### config.mk
export PLATFORM = sky130hd
export DESIGN_NAME = uart_rx
export DESIGN_NICKNAME = d
export VERILOG_FILES = /design/src/rtl/uart_pkg.sv /design/src/rtl/uart_sync2.sv /design/src/rtl/uart_rx.sv
export SDC_FILE = /design/constraint.sdc
export NUM_CORES = 1
export LEC_CHECK = 0
export CORE_ASPECT_RATIO = 2
export CORE_UTILIZATION = 56
export CTS_CLUSTER_DIAMETER = 120
export CTS_CLUSTER_SIZE = 16
export DETAILED_ROUTE_END_ITERATION = 7
export GPL_TIMING_DRIVEN = 0
export PLACE_DENSITY_LB_ADDON = 0.08
export SLEW_MARGIN = 0
export SYNTH_ARGS = -nofsm -noshare
export SYNTH_HDL_FRONTEND = slang
export SYNTH_SLANG_ARGS = --single-unit
### constraint.sdc
create_clock -name clk -period 1.9 [get_ports clk]
set_input_delay 0.38 -clock clk [delete_from_list [all_inputs] [get_ports clk]]
set_output_delay 0.38 -clock clk [all_outputs]
set_load 0.1 [all_outputs]
### src/rtl/uart_pkg.sv
// Shared UART definitions: baud derivation, receiver FSM states and frame-level bit values.
// Imported by uart_rx and uart_tx so both ends agree on framing.
package uart_pkg;

    localparam logic START_BIT = 1'b0;
    localparam logic STOP_BIT  = 1'b1;

    typedef enum logic [2:0] {
        IDLE,
        START,
        DATA,
        STOP,
        WAIT_IDLE
    } uart_state_t;

    function automatic int bit_ticks(input int frequency, input int transfer_speed);
        return frequency / transfer_speed;
    endfunction

endpackage

### src/rtl/uart_sync2.sv
// Two-flop synchroniser for a single asynchronous input.
// The reset value lets an idle-high line stay quiet while the block is held in reset.
module uart_sync2 #(
    parameter logic RESET_VALUE = 1'b1
) (
    input  logic clk,
    input  logic rst,
    input  logic i_d,
    output logic o_q
);

    logic r_meta;
    logic r_sync;

    always_ff @(posedge clk) begin
        if (rst) begin
            r_meta <= RESET_VALUE;
            r_sync <= RESET_VALUE;
        end else begin
            r_meta <= i_d;
            r_sync <= r_meta;
        end
    end

    assign o_q = r_sync;

endmodule

### src/rtl/uart_rx.sv
// UART receiver: idle-high line, one start bit, package_size data bits LSB first, one stop bit.
// Each bit is sampled at its centre; a good frame pulses data_valid, a bad stop bit pulses frame_error.
module uart_rx
    import uart_pkg::*;
#(
    parameter int transfer_speed = 4800,
    parameter int package_size   = 8,
    parameter int frequency      = 27_000_000
) (
    input  logic                    clk,
    input  logic                    rst,
    input  logic                    rx,
    output logic [package_size-1:0] data,
    output logic                    data_valid,
    output logic                    frame_error,
    output logic                    busy
);

    localparam int BIT_TICKS  = bit_ticks(frequency, transfer_speed);
    localparam int HALF_TICKS = BIT_TICKS / 2;
    localparam int CNT_W      = (BIT_TICKS > 1) ? $clog2(BIT_TICKS) : 1;
    localparam int IDX_W      = (package_size > 1) ? $clog2(package_size) : 1;

    localparam logic [CNT_W-1:0] BIT_LAST  = CNT_W'(BIT_TICKS - 1);
    localparam logic [CNT_W-1:0] HALF_LAST = CNT_W'(HALF_TICKS - 1);
    localparam logic [IDX_W-1:0] IDX_LAST  = IDX_W'(package_size - 1);

    logic                    w_rx_s;
    uart_state_t             r_state;
    uart_state_t             w_state_nxt;
    logic [CNT_W-1:0]        r_tick;
    logic [CNT_W-1:0]        w_tick_nxt;
    logic [IDX_W-1:0]        r_bit;
    logic [IDX_W-1:0]        w_bit_nxt;
    logic [package_size-1:0] r_shift;
    logic [package_size-1:0] w_shift_nxt;
    logic [package_size-1:0] r_data;
    logic [package_size-1:0] w_data_nxt;
    logic                    r_valid;
    logic                    w_valid_nxt;
    logic                    r_ferr;
    logic                    w_ferr_nxt;
    logic                    r_busy;

    uart_sync2 #(
        .RESET_VALUE(STOP_BIT)
    ) u_sync (
        .clk (clk),
        .rst (rst),
        .i_d (rx),
        .o_q (w_rx_s)
    );

    always_ff @(posedge clk) begin
        if (rst) begin
            r_state <= IDLE;
            r_tick  <= '0;
            r_bit   <= '0;
            r_shift <= '0;
            r_data  <= '0;
            r_valid <= 1'b0;
            r_ferr  <= 1'b0;
            r_busy  <= 1'b0;
        end else begin
            r_state <= w_state_nxt;
            r_tick  <= w_tick_nxt;
            r_bit   <= w_bit_nxt;
            r_shift <= w_shift_nxt;
            r_data  <= w_data_nxt;
            r_valid <= w_valid_nxt;
            r_ferr  <= w_ferr_nxt;
            r_busy  <= (w_state_nxt != IDLE);
        end
    end

    // Leaving STOP at mid-bit lets IDLE catch a back-to-back start edge.
    always_comb begin
        w_state_nxt = r_state;
        w_tick_nxt  = r_tick + 1'b1;
        w_bit_nxt   = r_bit;
        w_shift_nxt = r_shift;
        w_data_nxt  = r_data;
        w_valid_nxt = 1'b0;
        w_ferr_nxt  = 1'b0;

        case (r_state)
            IDLE: begin
                w_tick_nxt = '0;
                if (w_rx_s == START_BIT) begin
                    w_state_nxt = START;
                end
            end
            START: begin
                if (r_tick == HALF_LAST) begin
                    w_tick_nxt = '0;
                    if (w_rx_s == START_BIT) begin
                        w_state_nxt = DATA;
                        w_bit_nxt   = '0;
                    end else begin
                        w_state_nxt = IDLE;
                    end
                end
            end
            DATA: begin
                if (r_tick == BIT_LAST) begin
                    w_tick_nxt                    = '0;
                    w_shift_nxt                   = r_shift >> 1;
                    w_shift_nxt[package_size-1]   = w_rx_s;
                    if (r_bit == IDX_LAST) begin
                        w_state_nxt = STOP;
                    end else begin
                        w_bit_nxt = r_bit + 1'b1;
                    end
                end
            end
            STOP: begin
                if (r_tick == BIT_LAST) begin
                    w_tick_nxt = '0;
                    if (w_rx_s == STOP_BIT) begin
                        w_data_nxt  = r_shift;
                        w_valid_nxt = 1'b1;
                        w_state_nxt = IDLE;
                    end else begin
                        w_ferr_nxt  = 1'b1;
                        w_state_nxt = WAIT_IDLE;
                    end
                end
            end
            WAIT_IDLE: begin
                w_tick_nxt = '0;
                if (w_rx_s == STOP_BIT) begin
                    w_state_nxt = IDLE;
                end
            end
            default: begin
                w_tick_nxt  = '0;
                w_state_nxt = IDLE;
            end
        endcase
    end

    assign data        = r_data;
    assign data_valid  = r_valid;
    assign frame_error = r_ferr;
    assign busy        = r_busy;

endmodule

---- Word-level counts from Yosys, hierarchy flattened ----
Index checks and enable logic that the tools add are counted.
Widths: inputs -> output; s select.
word-level totals
  bits of input ports ..................... 3
  logic and storage cells ................. 52
  output and inout port bits .............. 11
  register bits ........................... 40
operators by class
  equal/unequal tests ..................... 11
  bitwise gates (word level) .............. 2
  muxes and demuxes ....................... 19
  reductions and logical operators ........ 8
  add/sub/neg operators ................... 2
operators by type and width
  operator               count
  $mux 3                 11
  $mux 13                2
  $pmux 13 s2            1
  $pmux 3 s5             1
  $add 13x1->13 const B  1
  $eq 13x12->1 const B   1
  $eq 13x13->1 const B   1
  $ne 2x2->1 const B     4
  $eq 3x2->1 const B     2
  $eq 3x3->1 const B     2
  $pmux 3 s2             1
  $reduce_and 5->1       1
  $add 3x1->3 const B    1
  $eq 3x1->1 const B     1
  $logic_not 3->1        1
  $reduce_and 3->1       1
  $reduce_bool 3->1      1
  $reduce_or 3->1        1
  $mux 1                 2
  $mux 2                 1
  $not 1->1              2
  $reduce_and 2->1       1
  $reduce_bool 2->1      1
  $reduce_or 2->1        1

---- Depth between registers and ports, before layout ----
Gate-level depths: netlist (run 1).
  word-level depth ........................ 5
  gate-level depth with buffers ........... 8
  mapped depth without buffers ............ 7

---- Modules after synthesis ----
A second synthesis (run 1) with hierarchy kept.
unflattened totals
  cell total of the unflattened synthesis .. 186
  area, all modules ....................... 1,759.2 sq um
modules (own cells, without submodules)
  module      area each (sq um)  sequential area each (sq um)  times used  cells each
  uart_rx     1,706.6            760.7                         1           182
  uart_sync2  52.6               40.0                          1           4

---- Worst setup path after synthesis (run 1) ----
Ideal clock, no wire load.
  path type ............................... register -> register
  from .................................... register r_tick[11]
  to ...................................... register r_data[0] (netlist: data[0])
  library setup time ...................... 0.128 ns
  required time ........................... 1.772 ns
  period minus slack after synthesis ...... 1.716 ns
  buffers on the path ..................... 0
  data arrival time ....................... 1.588 ns
  setup slack ............................. 0.184 ns
  cell stages (with the launch flop) ...... 6
  cell sequence ........................... dfxtp_1 -> nand4bb_4 -> nor4_4 -> nand4_2 -> mux2i_1 -> nor2_1
between the ends
  word-level cells in the longest chain between the ends .. 2
RTL lines
  element                     RTL line        RTL
  start, declared             uart_rx.sv:31   logic [CNT_W-1:0] r_tick;
  start signal, assigned      uart_rx.sv:66   r_tick <= w_tick_nxt;
  $eq 13x13->1                uart_rx.sv:117  if (r_tick == BIT_LAST) begin
  $reduce_and 3->1 (no line)  -
  end signal, assigned        uart_rx.sv:69   r_data <= w_data_nxt;
  end, declared               uart_rx.sv:37   logic [package_size-1:0] r_data;
No other way between the ends.
A chain may end at the register's enable or synchronous reset.

---- Worst setup path in the final report (run 1) ----
  from .................................... register r_tick[2]
  to ...................................... register r_bit[2]
between the ends
  word-level cells in the longest chain between the ends .. 3
  elaborated cells on any way between the ends .. 5
  those cells by class .................... 4 x eq/ne; 1 x reduce/logical
RTL lines
  element                                       RTL line                       RTL
  $eq 13x13->1 or $eq 13x12->1 (tied branches)  uart_rx.sv:105, uart_rx.sv:94
  $ne 2x2->1 (no line)                          -
  $reduce_and 5->1 (no line) (*)                -
  end signal, assigned                          uart_rx.sv:67                  r_bit <= w_bit_nxt;
  end, declared                                 uart_rx.sv:33                  logic [IDX_W-1:0] r_bit;
Every way passes the cells marked *; elsewhere a longest branch is shown, timed or not.

==> run summary, run 1 <==
worst voltage drop across the vdd grid = 0.000709 V
Synth top area share = 46.8%
Worst Path Class, Setup = register to register
Final Hold Violating Endpoints = 0
per-instance average area after synthesis = 9.66 um2
crit path launch type = register
x dimension of the die = 41.1 um
hold wc startpoint = u_sync.r_meta$_SDFF_PP1_
setup slack of the worst register-to-register path = 0.05 ns
antenna cell count = 0
maximum level of the CTS H-tree = 2
critical-path cell list = or2b_4, nor4_4, buf_4, nand3b_4, or3b_4, a21oi_2
fill cell count = 250
number of DRC markers in iteration 0 = 14
Post-synth top cells = 43 x nor2_1, 40 x dfxtp_1, 16 x mux2i_1
Starting Density = 58.1%
Detailed Routing Iterations Pass 1 = 4
Worst R2R Start = r_tick[2]$_SDFF_PP0_
number of nets produced by synthesis = 184
Post-Synthesis Cells = 177
area growth from synthesis to layout = 18.1%
gr ovfl total = 0
clock sink total = 40
number of remaining DRC errors = 0
num rows = 28
end point of the worst hold path = u_sync.o_q$_SDFF_PP1_
utilization of the core after routing = 68.7%
logic depth of the worst register-to-register path = 6
post-layout total power = 1.44 mW
crit path capture type = register
highest cell delay on the worst timing path = 0.41 ns
die height = 80.2 um
fraction of final layout cells sized beyond drive strength 1 = 18.1%
class of the most critical hold timing path = register to register
total core area = 2940 um2
number of antenna violations at the first check in global routing = 0
pin count of the biggest net entering global routing = 13
vias after detailed routing = 1,232
data arrival time of the worst path = 2.06 ns
period utilization = 97.3%
leakage power figure = 0.898 nW
wire length per cell after detailed routing = 13.3 um
overall routing resource usage = 22.4%
Total Nets Final = 205
Relative slew margins = 36.6%
largest fanout on the critical path = 6
DP Wirelength = 2320 um
Yosys Warn Count = 0
fraction of the yosys area taken by sequential cells = 46.8%
CTS clk-pin slew, worst paths = 0.07 ns
endpoint of the worst-slack reg-to-reg timing path = r_bit[2]$_SDFFE_PP0P_
number of global-route vias before repair = 1,248
top-count cell post-synth = nor2_1
Port Buffer Count = 12
Final GP Congestion = 0.801
unrepaired setup endpoints after global routing = yes
Die Outline Area = 3290 um2
max-slew violation count = 0
number of cells on the worst hold path = 1
top cells by area, synth = dfxtp_1 47%, nor2_1 9.4%, mux2i_1 9.4%
average via count per standard cell = 5.38
dominant register cell in the synthesized netlist = dfxtp_1
max-capacitance violation count = 0
register bit total from synthesis = 40
clock latency at the later pin of the worst-skew pair = 0.28 ns
delay-heaviest family, CP = simple AND/OR/NAND/NOR gates
endpoint required time on the critical path = 2.11 ns
pin slew with the least headroom to its limit = 0.955 ns
number of nets with antenna violations after detailed routing = 0
Pwr Density = 715 nW/um2
clock tree from TritonCTS = done
maximum clock skew at final layout = 0.00504 ns
Worst path slowest cell = or3b_4
clk root buf = clkbuf_8
Async S/R FF share, synth = 0%
Cell variety after synth = 37
combined area of the multi-input logic cells = 883 um2
Routed WL = 3040 um
wire length of the first global-routing pass = 5000 um
maximum root-to-sink buffer count = 2
area occupied by registers = 815 um2
post-placement worst setup slack = -0.0626 ns
TritonCTS buffer count = 5
total buffers and inverters traversed by the critical path = 1
IO Pins = 14
minimum setup slack in the final design = 0.0521 ns
cell accounting for the most synthesized area = dfxtp_1
CTS Hold Bufs = 0
run status = completed
Max Fclk = 0.541 GHz
number of setup violations in the final report = 0
post-layout minimum cycle time = 1.85 ns
post-synthesis instance area = 1710 um2
number of enable flip-flop cells after synthesis = 0
-- per-stage QoR --
step	hold slack (ns)	instances	instance area (um2)	setup TNS, ns
after floorplan	0.389	177	1710	0
after global placement	0.396	219	1870	-0.189
after detailed placement	0.408	219	1870	-0.423
after CTS	0.428	229	1980	0
after global routing	0.447	229	2020	-0.0278
final	0.422	229	2020	0
-- cells in the final DEF (no fill, tap or decap), types with 2 or more instances in the layout --
| master | synthesis | final |
|---|---|---|
| a21oi_1 | 3 | 2 |
| nand4_4 | 1 | 2 |
| nand4_1 | 2 | 2 |
| nor2_1 | 43 | 43 |
| dfxtp_1 | 40 | 31 |
| mux2i_1 | 16 | 16 |
| ha_1 | 4 | 4 |
| dfxtp_2 | 0 | 8 |
| nand3_1 | 4 | 4 |
| buf_4 | 0 | 3 |
| or2_2 | 2 | 2 |
| nand2_1 | 5 | 4 |
| nor3_1 | 5 | 5 |
| xnor2_1 | 9 | 9 |
| clkdlybuf4s15_1 | 0 | 3 |
| dlygate4sd2_1 | 0 | 8 |
| o21ai_0 | 2 | 2 |
| inv_1 | 7 | 7 |
| clkbuf_8 | 0 | 6 |
| buf_6 | 1 | 2 |
| nand2b_1 | 3 | 3 |
| o211ai_1 | 3 | 3 |
| xor2_1 | 2 | 2 |
| clkbuf_1 | 3 | 3 |
| clkinv_2 | 0 | 2 |
| or3_1 | 3 | 2 |
-- cells by family after synthesis --
logic type	share of synthesized area, %
AND/OR/NAND/NOR	26.6
XOR/XNOR	5.63
buffers and inverters	3.44
adder cells (fa/ha/maj)	2.93
AO/OA/AOI/OAI	5.19
flip-flops	46.8
multiplexers	9.36
-- power breakdown --
| group | switching (mW) | total [mW] | internal, mW |
|---|---|---|---|
| Sequential | 0.00380 | 0.846 | 0.842 |
| Clock | 0.266 | 0.556 | 0.289 |
| Combinational | 0.0288 | 0.0431 | 0.0143 |
| Total | 0.299 | 1.44 | 1.15 |
-- final cells by class --
type,count,area share (%)
multi-input combinational,124,43.7
sequential,40,40.3
timing repair buffer,15,6.56
clock buffer,6,4.09
tap,30,1.86
buffer,5,1.67
inverter,7,1.30
clock inverter,2,0.495
-- worst max-delay path by stage --
stage	start	to	slack, ns	cells past startpoint
floorplan	r_tick[11]$_SDFF_PP0_	data[0]$_SDFFE_PP0P_	0.18	5
global placement	r_tick[8]$_SDFF_PP0_	data[0]$_SDFFE_PP0P_	-0.03	5
detailed placement	r_tick[5]$_SDFF_PP0_	data[3]$_SDFFE_PP0P_	-0.06	5
CTS	r_tick[5]$_SDFF_PP0_	r_bit[1]$_SDFFE_PP0P_	0.0002	7
global route	r_tick[9]$_SDFF_PP0_	r_bit[2]$_SDFFE_PP0P_	-0.02	6
finish	r_tick[2]$_SDFF_PP0_	r_bit[2]$_SDFFE_PP0P_	0.05	6
-- timing repair --
action / in CTS / in global routing
resized for setup: 16 / 19
hold endpoints to repair: 0 / 0
endpoints found under the setup margin: 32 / 33
buffers inserted: 2 / 1
pin swaps: 1 / 4
-- sequential cells by signal (all words and copies together), names as in the netlist --
register,flops
busy,1
data,8
data_valid,1
frame_error,1
r_bit,3
r_shift,8
r_state,3
r_tick,13
u_sync.o_q,1
u_sync.r_meta,1
-- layer usage --
metal / vias up / track usage (%) / wire [um]
met2: 13 / 40.9 / 1810
met4: 0 / 14.3 / 82
met3: 6 / 4.70 / 47
li1: 640 / - / -
met5: - / 0 / 0
met1: 573 / 18.9 / 1090
Power figures use the tool's default switching activity.
==> run 2: changes to the inputs <==
--- a/config.mk
+++ b/config.mk
@@ -12,6 +12,7 @@
 export DETAILED_ROUTE_END_ITERATION = 7
 export GPL_TIMING_DRIVEN = 0
 export PLACE_DENSITY_LB_ADDON = 0.08
+export SETUP_SLACK_MARGIN = 0.2
 export SLEW_MARGIN = 0
 export SYNTH_ARGS = -nofsm -noshare
 export SYNTH_HDL_FRONTEND = slang
==> constraint.sdc (replaced) <==
create_clock -name clk -period 2.1 [get_ports clk]
set_input_delay 0.42 -clock clk [delete_from_list [all_inputs] [get_ports clk]]
set_output_delay 0.42 -clock clk [all_outputs]
set_load 0.1 [all_outputs]
==> run summary, run 2 (synthesis gave the netlist of run 1 again) <==
run status = completed
pin count of the biggest net entering global routing = 13
commonest non-fill, non-tap cells in the layout = 43 x nor2_1, 31 x dfxtp_1, 16 x mux2i_1, 9 x xnor2_1, 8 x dfxtp_2
clock tree from TritonCTS = done
clk root buf = clkbuf_8
average via count per standard cell = 5.38
final setup TNS = 0 ns
max-slew violation count = 0
crit path launch type = register
x dimension of the die = 41.1 um
post-layout minimum cycle time = 1.85 ns
Worst path slowest cell = clkdlybuf4s15_1
most common cell after layout, fill and taps aside = nor2_1
DP Area = 1870 um2
fraction of final layout cells sized beyond drive strength 1 = 21.5%
largest fanout on the critical path = 2
class of the most critical hold timing path = register to register
Final Hold Violating Endpoints = 0
Worst Path Class, Setup = register to output port
endpoint required time on the critical path = 1.68 ns
Port Buffer Count = 12
critical-path cell list = clkdlybuf4s15_1
pin slew with the least headroom to its limit = 0.952 ns
CTS Hold Bufs = 0
gr ovfl total = 0
vias after detailed routing = 1,237
maximum level of the CTS H-tree = 2
clock sink total = 40
number of nets with antenna violations after detailed routing = 0
worst voltage drop across the vdd grid = 0.000644 V
max-capacitance violation count = 0
number of antenna violations at the first check in global routing = 0
Reg with most FFs = r_tick
period utilization = 88.2%
Final Cell Area = 2000 um2
die height = 80.2 um
Final GP Congestion = 0.801
maximum root-to-sink buffer count = 2
Pwr Density = 653 nW/um2
clock latency at the later pin of the worst-skew pair = 0.28 ns
IO Pins = 14
highest cell delay on the worst timing path = 0.82 ns
leakage power figure = 0.897 nW
Detailed Routing Iterations Pass 1 = 4
delay-heaviest family, CP = buffers and inverters
overall routing resource usage = 22.4%
crit path capture type = output port
number of global-route vias before repair = 1,248
TritonCTS buffer count = 5
Relative slew margins = 36.8%
Starting Density = 58.1%
Die Outline Area = 3290 um2
maximum clock skew at final layout = 0.00502 ns
wire length of the first global-routing pass = 5000 um
Max Fclk = 0.540 GHz
total core area = 2940 um2
number of setup violations in the final report = 0
number of DRC markers in iteration 0 = 18
antenna cell count = 0
num rows = 28
flip-flop count of the largest register, all copies and words added = 13
DP Wirelength = 2320 um
CTS clk-pin slew, worst paths = 0.07 ns
number of remaining DRC errors = 0
Total Nets Final = 206
area growth from synthesis to layout = 17.0%
unrepaired setup endpoints after global routing = yes
total buffers and inverters traversed by the critical path = 1
data arrival time of the worst path = 1.43 ns
Routed WL = 3050 um
wire length per cell after detailed routing = 13.3 um
-- run 2: worst reg2reg max path, delay by kind of cell (launching register included) --
family          cells  cell delay [ns]
simple gates        4             1.10
buf+inv             1             0.19
compound gates      1             0.14
flops               1             0.35
-- run 2: report_power, final --
group	total, mW	switching, mW	internal [mW]
Sequential	0.765	0.00320	0.762
Combinational	0.0401	0.0260	0.0141
Clock	0.503	0.241	0.262
Total	1.31	0.270	1.04
-- run 2: path summary, 6_finish.rpt --
check	start	end	slack (ns)	depth (start not counted)
max	data[7]$_SDFFE_PP0P_	data[7]	0.25	1
max reg2reg	r_tick[9]$_SDFF_PP0_	r_bit[2]$_SDFFE_PP0P_	0.25	6
min reg2reg	u_sync.r_meta$_SDFF_PP1_	u_sync.o_q$_SDFF_PP1_	0.42	1
min	u_sync.r_meta$_SDFF_PP1_	u_sync.o_q$_SDFF_PP1_	0.42	1
-- run 2: layout make-up --
class | count | area [um2]
flip-flops and latches | 40 | 815
well taps | 30 | 37.5
clock buffers | 6 | 82.6
clock inverters | 2 | 10.0
fillers | 251 | 941
repair buffers | 15 | 111
multi-input cells | 124 | 875
inverters | 7 | 26.3
plain buffers | 6 | 45.0
-- run 2: timing repair --
item | 4_1_cts | 5_1_grt
setup buffers | 2 | 1
pin swaps | 1 | 4
gates resized for setup | 16 | 32
setup endpoints to repair | 32 | 40
-- run 2: per-layer routing --
layer  vias up  track usage, %  part of all wire, %  routed length, um
met4         0            14.3                  2.8                 87
li1        644               -                    -                  -
met3         6            4.70                  1.5                 47
met2        15            40.9                   61               1850
met5         -               0                    0                  0
met1       572            18.9                   35               1070
-- run 2: per-stage QoR --
step / hold slack, ns / total power [mW] / std cells / util (%) / setup WS [ns]
final: 0.422 / 1.31 / 230 / 68.0 / 0.248
after global routing: 0.447 / 1.37 / 230 / 68.0 / 0.117
after CTS: 0.428 / 1.33 / 229 / 67.3 / 0.193
after detailed placement: 0.408 / 0.822 / 219 / 63.5 / 0.137
after global placement: 0.396 / 0.821 / 219 / 63.5 / 0.172
after floorplan: 0.389 / 0.812 / 177 / - / 0.384
